[config.mk]
export PLATFORM = sky130hd
export DESIGN_NAME = display_scan_controller_flat
export DESIGN_NICKNAME = d
export VERILOG_FILES = /design/src/rtl/display_scan_controller_if.sv /design/src/rtl/display_scan_controller.sv /design/src/flat_wrapper.sv
export SDC_FILE = /design/constraint.sdc
export NUM_CORES = 1
export LEC_CHECK = 0
export BUFFER_PORTS_ARGS = -buffer_cell sky130_fd_sc_hd__clkbuf_2
export CAP_MARGIN = 15
export CORE_MARGIN = 5
export CORE_UTILIZATION = 53
export CTS_CLUSTER_DIAMETER = 40
export DETAILED_ROUTE_END_ITERATION = 6
export PLACE_DENSITY = 0.79
export SLEW_MARGIN = 5
export SYNTH_ARGS = -nofsm -noshare
export SYNTH_HDL_FRONTEND = slang
export SYNTH_SLANG_ARGS = --single-unit
export TNS_END_PERCENT = 1
[constraint.sdc]
create_clock -name clk -period 3 [get_ports clk]
set_input_delay 0 -clock clk [delete_from_list [all_inputs] [get_ports clk]]
set_output_delay 0 -clock clk [all_outputs]
set_load 0.005 [all_outputs]
[src/rtl/display_scan_controller_if.sv]
// rtl/display_scan_controller_if.sv - load/display bundle for the scan controller
// Purpose: groups the value-load handshake and the display pin outputs of
//          display_scan_controller so they travel as one port.
// Signals:
//   load        single-cycle strobe capturing value_bcd/negative
//   value_bcd   4*NUM_DIGITS BCD magnitude, nibble i = digit i (0 = rightmost)
//   negative    sign of the value being loaded
//   pending     a loaded value is waiting for the next frame start
//   frame_start one-cycle pulse at the start of each frame
//   sign_ovf    negative value with no free position for the '-'
//   an          active-low anode enables
//   seg         active-low segments, gfedcba
// Modports: master drives the load side, slave is the controller.
interface display_scan_controller_if #(
    parameter int NUM_DIGITS = 6
);
    logic                    load;
    logic [4*NUM_DIGITS-1:0] value_bcd;
    logic                    negative;
    logic                    pending;
    logic                    frame_start;
    logic                    sign_ovf;
    logic [NUM_DIGITS-1:0]   an;
    logic [6:0]              seg;

    modport master (
        output load, value_bcd, negative,
        input  pending, frame_start, sign_ovf, an, seg
    );

    modport slave (
        input  load, value_bcd, negative,
        output pending, frame_start, sign_ovf, an, seg
    );
endinterface

[src/rtl/display_scan_controller.sv]
// rtl/display_scan_controller.sv - multiplexed seven-segment scan controller
// Purpose: time-multiplexes a NUM_DIGITS seven-segment display. Each digit gets
//          a REFRESH_DIV-cycle slot whose first BLANK_CYCLES are dark. A loaded
//          value is held in a pending buffer and moved to the displayed buffer
//          only at a frame start, so one frame never mixes two values.
// Ports:
//   clk    system clock
//   reset  synchronous, active-high
//   bus    display_scan_controller_if.slave (load/value_bcd/negative in;
//          pending/frame_start/sign_ovf/an/seg out)
// Build option: LEADING_ZERO_BLANK_EN - when defined, leading zeros are blanked
//          and the '-' floats to just left of the most significant digit; when
//          undefined, every digit shows its nibble and the top digit carries '-'.
module display_scan_controller #(
    parameter int NUM_DIGITS   = 6,
    parameter int REFRESH_DIV  = 100000,
    parameter int BLANK_CYCLES = 16
) (
    input  logic                     clk,
    input  logic                     reset,
    display_scan_controller_if.slave bus
);
    localparam int CW = (REFRESH_DIV > 1) ? $clog2(REFRESH_DIV) : 1;
    localparam int IW = (NUM_DIGITS > 1) ? $clog2(NUM_DIGITS) : 1;
    localparam int VW = 4 * NUM_DIGITS;

    localparam logic [CW-1:0] SLOT_LAST = CW'(REFRESH_DIV - 1);
    localparam logic [CW-1:0] BLANK_END = CW'(BLANK_CYCLES);
    localparam logic [IW-1:0] IDX_LAST  = IW'(NUM_DIGITS - 1);

    localparam logic [6:0] SEG_OFF   = 7'h7F;
    localparam logic [6:0] SEG_MINUS = 7'b0111111;

    logic [CW-1:0]         slot_cnt;
    logic [IW-1:0]         idx;
    logic [VW-1:0]         disp_val;
    logic                  disp_neg;
    logic [VW-1:0]         pend_val;
    logic                  pend_neg;
    logic                  pending_q;
    logic                  frame_start_q;
    logic [NUM_DIGITS-1:0] an_q;
    logic [6:0]            seg_q;

    logic                  slot_wrap;
    logic                  frame_wrap;
    logic [3:0]            cur_nib;
    logic                  mag_nz;
    logic [6:0]            seg_active;
    logic                  sign_ovf_c;
    logic                  blank_phase;
    logic [NUM_DIGITS-1:0] an_next;
    logic [6:0]            seg_next;

    function automatic logic [6:0] seg_encode(input logic [3:0] nib);
        case (nib)
            4'd0:    seg_encode = 7'b1000000;
            4'd1:    seg_encode = 7'b1111001;
            4'd2:    seg_encode = 7'b0100100;
            4'd3:    seg_encode = 7'b0110000;
            4'd4:    seg_encode = 7'b0011001;
            4'd5:    seg_encode = 7'b0010010;
            4'd6:    seg_encode = 7'b0000010;
            4'd7:    seg_encode = 7'b1111000;
            4'd8:    seg_encode = 7'b0000000;
            4'd9:    seg_encode = 7'b0010000;
            default: seg_encode = 7'b0000110;
        endcase
    endfunction

    assign slot_wrap  = (slot_cnt == SLOT_LAST);
    assign frame_wrap = slot_wrap && (idx == IDX_LAST);
    assign cur_nib    = disp_val[{idx, 2'b00} +: 4];
    assign mag_nz     = |disp_val;

`ifdef LEADING_ZERO_BLANK_EN
    logic [IW-1:0] msd;
    logic          sign_here;

    // Most significant nonzero nibble; stays 0 for an all-zero value so digit 0 still shows.
    always_comb begin
        msd = '0;
        for (int i = 1; i < NUM_DIGITS; i++) begin
            if (disp_val[4*i +: 4] != 4'd0) begin
                msd = IW'(i);
            end
        end
    end

    assign sign_here  = disp_neg && mag_nz &&
                        ({1'b0, idx} == ({1'b0, msd} + (IW+1)'(1)));
    assign seg_active = (idx <= msd) ? seg_encode(cur_nib) :
                        sign_here    ? SEG_MINUS : SEG_OFF;
    assign sign_ovf_c = disp_neg && mag_nz && (msd == IDX_LAST);
`else
    logic [3:0] top_nib;
    logic       show_sign;

    // The top position is given over to the sign, hiding whatever nibble sits there.
    assign top_nib    = disp_val[VW-1 -: 4];
    assign show_sign  = disp_neg && mag_nz;
    assign seg_active = (show_sign && (idx == IDX_LAST)) ? SEG_MINUS : seg_encode(cur_nib);
    assign sign_ovf_c = show_sign && (top_nib != 4'd0);
`endif

    assign blank_phase = (slot_cnt < BLANK_END);
    assign an_next     = blank_phase ? '1 : ~(NUM_DIGITS'(1) << idx);
    assign seg_next    = blank_phase ? SEG_OFF : seg_active;

    always_ff @(posedge clk) begin
        if (reset) begin
            slot_cnt      <= '0;
            idx           <= '0;
            disp_val      <= '0;
            disp_neg      <= 1'b0;
            pend_val      <= '0;
            pend_neg      <= 1'b0;
            pending_q     <= 1'b0;
            frame_start_q <= 1'b0;
            an_q          <= '1;
            seg_q         <= SEG_OFF;
        end else begin
            slot_cnt <= slot_wrap ? '0 : slot_cnt + CW'(1);
            if (slot_wrap) begin
                idx <= frame_wrap ? '0 : idx + IW'(1);
            end
            frame_start_q <= frame_wrap;

            // The transfer reads the old pending buffer, so a load on this same
            // edge is captured for the following frame and keeps pending set.
            if (frame_wrap && pending_q) begin
                disp_val <= pend_val;
                disp_neg <= pend_neg;
            end
            if (bus.load) begin
                pend_val  <= bus.value_bcd;
                pend_neg  <= bus.negative;
                pending_q <= 1'b1;
            end else if (frame_wrap) begin
                pending_q <= 1'b0;
            end

            an_q  <= an_next;
            seg_q <= seg_next;
        end
    end

    assign bus.pending     = pending_q;
    assign bus.frame_start = frame_start_q;
    assign bus.sign_ovf    = sign_ovf_c;
    assign bus.an          = an_q;
    assign bus.seg         = seg_q;
endmodule

[src/flat_wrapper.sv]
// flat-port wrapper written by rule: the top's interface ports become plain ports
module display_scan_controller_flat 
#(
    parameter int NUM_DIGITS   = 6,
    parameter int REFRESH_DIV  = 100000,
    parameter int BLANK_CYCLES = 16
)
  (clk, reset, bus_load, bus_value_bcd, bus_negative, bus_pending, bus_frame_start, bus_sign_ovf, bus_an, bus_seg);
  display_scan_controller_if #(.NUM_DIGITS(NUM_DIGITS)) bus_i ();
  input  logic clk;
  input  logic reset;
  input wire logic [$bits(bus_i.load)-1:0] bus_load;
  input wire logic [$bits(bus_i.value_bcd)-1:0] bus_value_bcd;
  input wire logic [$bits(bus_i.negative)-1:0] bus_negative;
  output wire logic [$bits(bus_i.pending)-1:0] bus_pending;
  output wire logic [$bits(bus_i.frame_start)-1:0] bus_frame_start;
  output wire logic [$bits(bus_i.sign_ovf)-1:0] bus_sign_ovf;
  output wire logic [$bits(bus_i.an)-1:0] bus_an;
  output wire logic [$bits(bus_i.seg)-1:0] bus_seg;
  assign bus_i.load = bus_load;
  assign bus_i.value_bcd = bus_value_bcd;
  assign bus_i.negative = bus_negative;
  assign bus_pending = bus_i.pending;
  assign bus_frame_start = bus_i.frame_start;
  assign bus_sign_ovf = bus_i.sign_ovf;
  assign bus_an = bus_i.an;
  assign bus_seg = bus_i.seg;
  display_scan_controller #(.NUM_DIGITS(NUM_DIGITS), .REFRESH_DIV(REFRESH_DIV), .BLANK_CYCLES(BLANK_CYCLES)) u_core (.clk(clk), .reset(reset), .bus(bus_i));
endmodule
* Word level (Yosys, flattened, before mapping)
Memory sizes are Yosys's and may differ from the RTL's.
Cells that the tools add are included.
W data, S select, Z words.
** Word-level totals
- Logic and storage cells :: 35
- Bits of input ports :: 28
- ROM bits :: 112
- Output and inout bits :: 16
- Register bits after elaboration :: 85
- Memories kept :: 1
** Memories
- (no name shown) :: depth 16, bits a word 7, rd ports 1, clocked after memory_dff 0, write ports 0, RTL line display_scan_controller.sv:56 : case (nib)
** Operators by class
- Magnitude comparators :: 1
- Eq/ne operators :: 2
- Add/sub/neg operators :: 2
- Bitwise logic cells :: 1
- Shifts and indexed selects :: 2
- Reductions and logical operators :: 11
- Mux-type cells :: 4
** Operator list (count)
- $reduce_or A24 Y1 :: 1
- $shiftx A24 B6 Y4 :: 1
- $add A17 B1 Y17 const B :: 1
- $eq A17 B17 Y1 const B :: 1
- $lt A17 B5 Y1 const B :: 1
- $mux W7 :: 1
- $not A6 Y6 :: 1
- $shl A1 B3 Y6 const A :: 1
- $logic_and A1 B1 Y1 :: 5
- $reduce_bool A4 Y1 :: 1
- $reduce_or A2 Y1 :: 2
- $add A3 B1 Y3 const B :: 1
- $eq A3 B3 Y1 const B :: 1
- $mux W3 :: 1
- $reduce_or A3 Y1 :: 1
- $mux W1 :: 2
- $reduce_bool A2 Y1 :: 1

* Depth between registers and ports, before layout
- Word-level depth :: 4
- Gate-level depth with buffers :: 10
- Gate-level depth less buffers :: 8

* Least setup slack after synthesis
OpenSTA, ideal clock, no wires.
- Path type :: register -> register
- Start point :: register u_core.idx[0]
- End point :: register u_core.seg_q[4] (netlist: u_core.bus.seg[4])
- Stages on the path, launching flop included :: 9
- Buffers on the path :: 1
- Clock period less this slack :: 2132 ps
- Library setup time :: 135 ps
- Arrival time :: 1997 ps
- Setup slack :: 868 ps
- Data required time :: 2865 ps
- Cell sequence :: dfxtp_1 -> buf_2 -> mux4_2 -> a21oi_1 -> inv_1 -> ha_1 -> mux2i_1 -> o21a_1 -> o221ai_1
** Between the ends
- Longest elaborated chain between the ends :: 3
- Elaborated cells on any way between the ends :: 5
** RTL lines
- from (decl) :: RTL line display_scan_controller.sv:35 : logic [IW-1:0] idx;
- from (signal assigned) :: RTL line display_scan_controller.sv:125 : idx <= frame_wrap ? '0 : idx + IW'(1);
- branches (longest 3 deep; another with $mem_v2 Z16 W7)
- to (signal assigned) :: RTL line display_scan_controller.sv:144 : seg_q <= seg_next;
- to (decl) :: RTL line display_scan_controller.sv:43 : logic [6:0] seg_q;
Parallel ways; which one is timed is not known.
A chain may end at the register's enable or synchronous reset.

* Worst setup path in the final report
Same ends and word-level chain as after synthesis.

==> impl_metrics.yaml <==
sta:
  slew-limit-headroom_pct: 44.6
  skew_ns: 0.0101
  slew_violations: 0
  hold_viol: 0
  timing.final.crit_share_pct: 79.1
  grt_setup_unrepaired: "no"
  tightest_slew_ns: 0.831
  period_needed_ns: 2.37
  setup_tns_ns: 0
  layout_setup_ws_ns: 0.627
  setup_viol: 0
  fmax_mhz: 421
synthesis:
  avgSynthCellArea_um2: 9.85
  synth_area_um2: 3590
  ys_types: 44
  synth-main-ff-cell: "dfxtp_1"
  synth_top_area_cell: "dfxtp_1"
  syn_inst: 365
  syn-num-nets: 404
  synth_top_area_share_pct: 47.3
  ys_async_sr_fraction_pct: 0
  synth_enable_flop_cells: 0
  ys_seq_area_share_pct: 47.3
  synth.top_cells.by_area: "dfxtp_1 47%, mux2i_1 16%, nor2_1 7.9%"
  ys_seq_elements: 85
  ys_warn_count: 0
grt:
  antenna_found_initial: 0
  track_usage_pct: 18.3
  grt_max_degree: 57
  grt_pass1_vias: 2754
  overflow: 0
  grt_pass1_wl_um: 12600
routing:
  wl_um: 7030
  drt-vias-per-instance: 5.22
  post-route-drc-count: 0
  ant_nets: 0
  via_count: 2701
  drt_iter0_drc: 126
  routedWlPerCell_um: 13.6
  dr.pass1.iters: 4
worst_hold_path:
  min_from: "bus_value_bcd[14]"
  hold_depth: 4
  min_path_type: "input pin to flop"
  holdPathEnd: "u_core.pend_val[14]"
pwr:
  power.switching_uw: 459
  pwr-share-seq_pct: 56.6
  p_comb_share_pct: 5.3
  swShare_pct: 22.3
  power_density_nw_per_um2: 479
  report.power.total_mw: 2.06
  p_int_mw: 1.60
  p_clk_share_pct: 38.1
  vdd_ir_drop_max_mv: 0.351
  power_leakage_nw: 1.77
critical_path:
  cp_cell_sequence: "mux4_2 -> a21oi_1 -> inv_1 -> ha_1 -> mux2i_1 -> o21a_1 -> o221ai_1"
  r2r_slack_ns: 0.63
  crit_slowest_cell: "mux4_2"
  critPathTopFamily: "multiplexers"
  worst-endpoint-arrival_ns: 2.59
  worstSetupPathType: "flop to flop"
  r2r-start: "u_core.idx[0]"
  critPathMaxStageDelay_ns: 0.58
  cp.depth: 7
  cp.buffers_inverters: 1
  startpoint_type: "flop"
  cp-end-kind: "flop"
  cp.required_ns: 3.22
  regToRegEndpoint: "u_core.bus.seg[4]"
  reg2reg_depth: 7
  cp_max_fo: 7
clock_network:
  cts_sinks: 85
  cts.clk_slew.worst_paths_ns: 0.08
  ctsLongestPathBuffers: 2
  cts_tree: "yes"
  holdBufCountCts: 26
  clockRootBuffer: "clkbuf_8"
  htreeDepth: 3
  cts-resized-gates: 0
  clk_latency_ns: 0.36
  numCtsBuffers: 9
  post_cts_buffers: 0
floorplan:
  die_x_um: 92.4
  ioPinCount: 44
  dieHeight_um: 92.4
  initial_core_util_pct: 53.8
  dieArea_um2: 8530
  core-area_um2: 6680
  num_rows: 30
placement:
  port_buffers: 43
  dp_hpwl_um: 4850
  dp_slack_ns: 0.658
  place.gp.congestion: 0.810
  place_inst: 475
layout:
  layout_commonest_cell: "dfxtp_1"
  final_cell_mix: "85 x dfxtp_1, 76 x nor2_1, 57 x mux2i_1, 43 x clkbuf_2, 26 x dlygate4sd3_1"
  fin_cells: 517
  fill_cells: 526
  fin_nets: 471
  layout-drive-gt1-share_pct: 16.5
  n_antenna_cell: 0
  syn_to_final_growth_pct: 19.6
run:
  drv_cap: 0
run_status:
  status: "finished clean"
==> power groups by stage <==
stage,Clock (mW),Combinational (mW),Sequential (mW)
after global routing,0.855,0.122,1.17
final,0.785,0.109,1.17
after detailed placement,0,0.0820,1.19
after CTS,0.805,0.109,1.17
after floorplan,0,0.0561,1.19
after global placement,0,0.0789,1.19
==> synth_stat cells (3+ instances only) <==
cell type and instances:
nand3_1 9, ha_1 11, xor2_1 13, buf_2 5, nor4_1 7, mux2i_1 57
nand4_1 5, nor2_1 76, clkbuf_1 8, buf_6 3, inv_1 6, mux4_2 3
nand2_1 23, o21ai_1 8, and4_1 3, nand2b_1 3, dfxtp_1 85, and2_1 4
==> metal layers <==
layer  routed length, um  vias to the layer above  GRT usage [%]
li1                    -                     1384              -
met4                 104                        0           6.81
met1                3210                     1260           22.4
met2                3410                       45           30.7
met3                 307                       12           5.12
met5                   0                        -              0
==> area by class of cell <==
type                    count  area, um^2  share of cell area [%]
clock buffers              11         131                    3.06
clock inverters             5        60.1                    1.40
inverters                   8        30.0                   0.698
multi-input cells         255        1770                    41.2
flip-flops and latches     85        1700                    39.6
well taps                  80         100                    2.33
repair buffers             73         505                    11.8
==> kinds of logic (layout without fill, tap and decap cells) <==
family	after synthesis	after routing	share of synthesized area, %
AO/OA/AOI/OAI	23	23	4.25
AND/OR/NAND/NOR	142	142	18.5
flip-flops	85	85	47.3
multiplexers	64	64	19.0
buffers and inverters	25	97	3.41
adder cells (fa/ha/maj)	11	11	3.83
XOR/XNOR	15	15	3.65
==> state kept, by name, indices dropped and copies added (netlist names) <==
register                count
u_core.bus.an               6
u_core.disp_neg             1
u_core.idx                  3
u_core.disp_val            24
u_core.bus.seg              7
u_core.bus.frame_start      1
u_core.slot_cnt            17
u_core.pend_neg             1
u_core.bus.pending          1
u_core.pend_val            24
==> worst reg2reg max path: cells and delay by family, from the launching register on <==
kind / cells / cell delay, ns
buf+inv: 1 / 0.11
mux: 2 / 0.75
fa+ha+maj: 1 / 0.24
flops: 1 / 0.52
compound gates: 3 / 0.62
==> stage by stage <==
step,instance area [um^2],utilization (%),hold WS (ns)
detailed placement,3850,57.6,0.243
CTS,4300,64.3,0.404
floorplan,3590,-,0.147
finish,4300,64.3,0.420
global placement,3850,57.6,0.234
global route,4300,64.3,0.445
==> worst max-delay path by stage <==
stage	from	end	slack, ns
floorplan	u_core.idx[0]	u_core.bus.seg[4]	0.87
global placement	u_core.idx[0]	u_core.bus.seg[4]	0.72
detailed placement	u_core.idx[0]	u_core.bus.seg[4]	0.66
CTS	u_core.idx[0]	u_core.bus.seg[4]	0.64
global route	u_core.idx[0]	u_core.bus.seg[4]	0.50
finish	u_core.idx[0]	u_core.bus.seg[4]	0.63
Note: power is estimated with default switching activity, not from simulation.
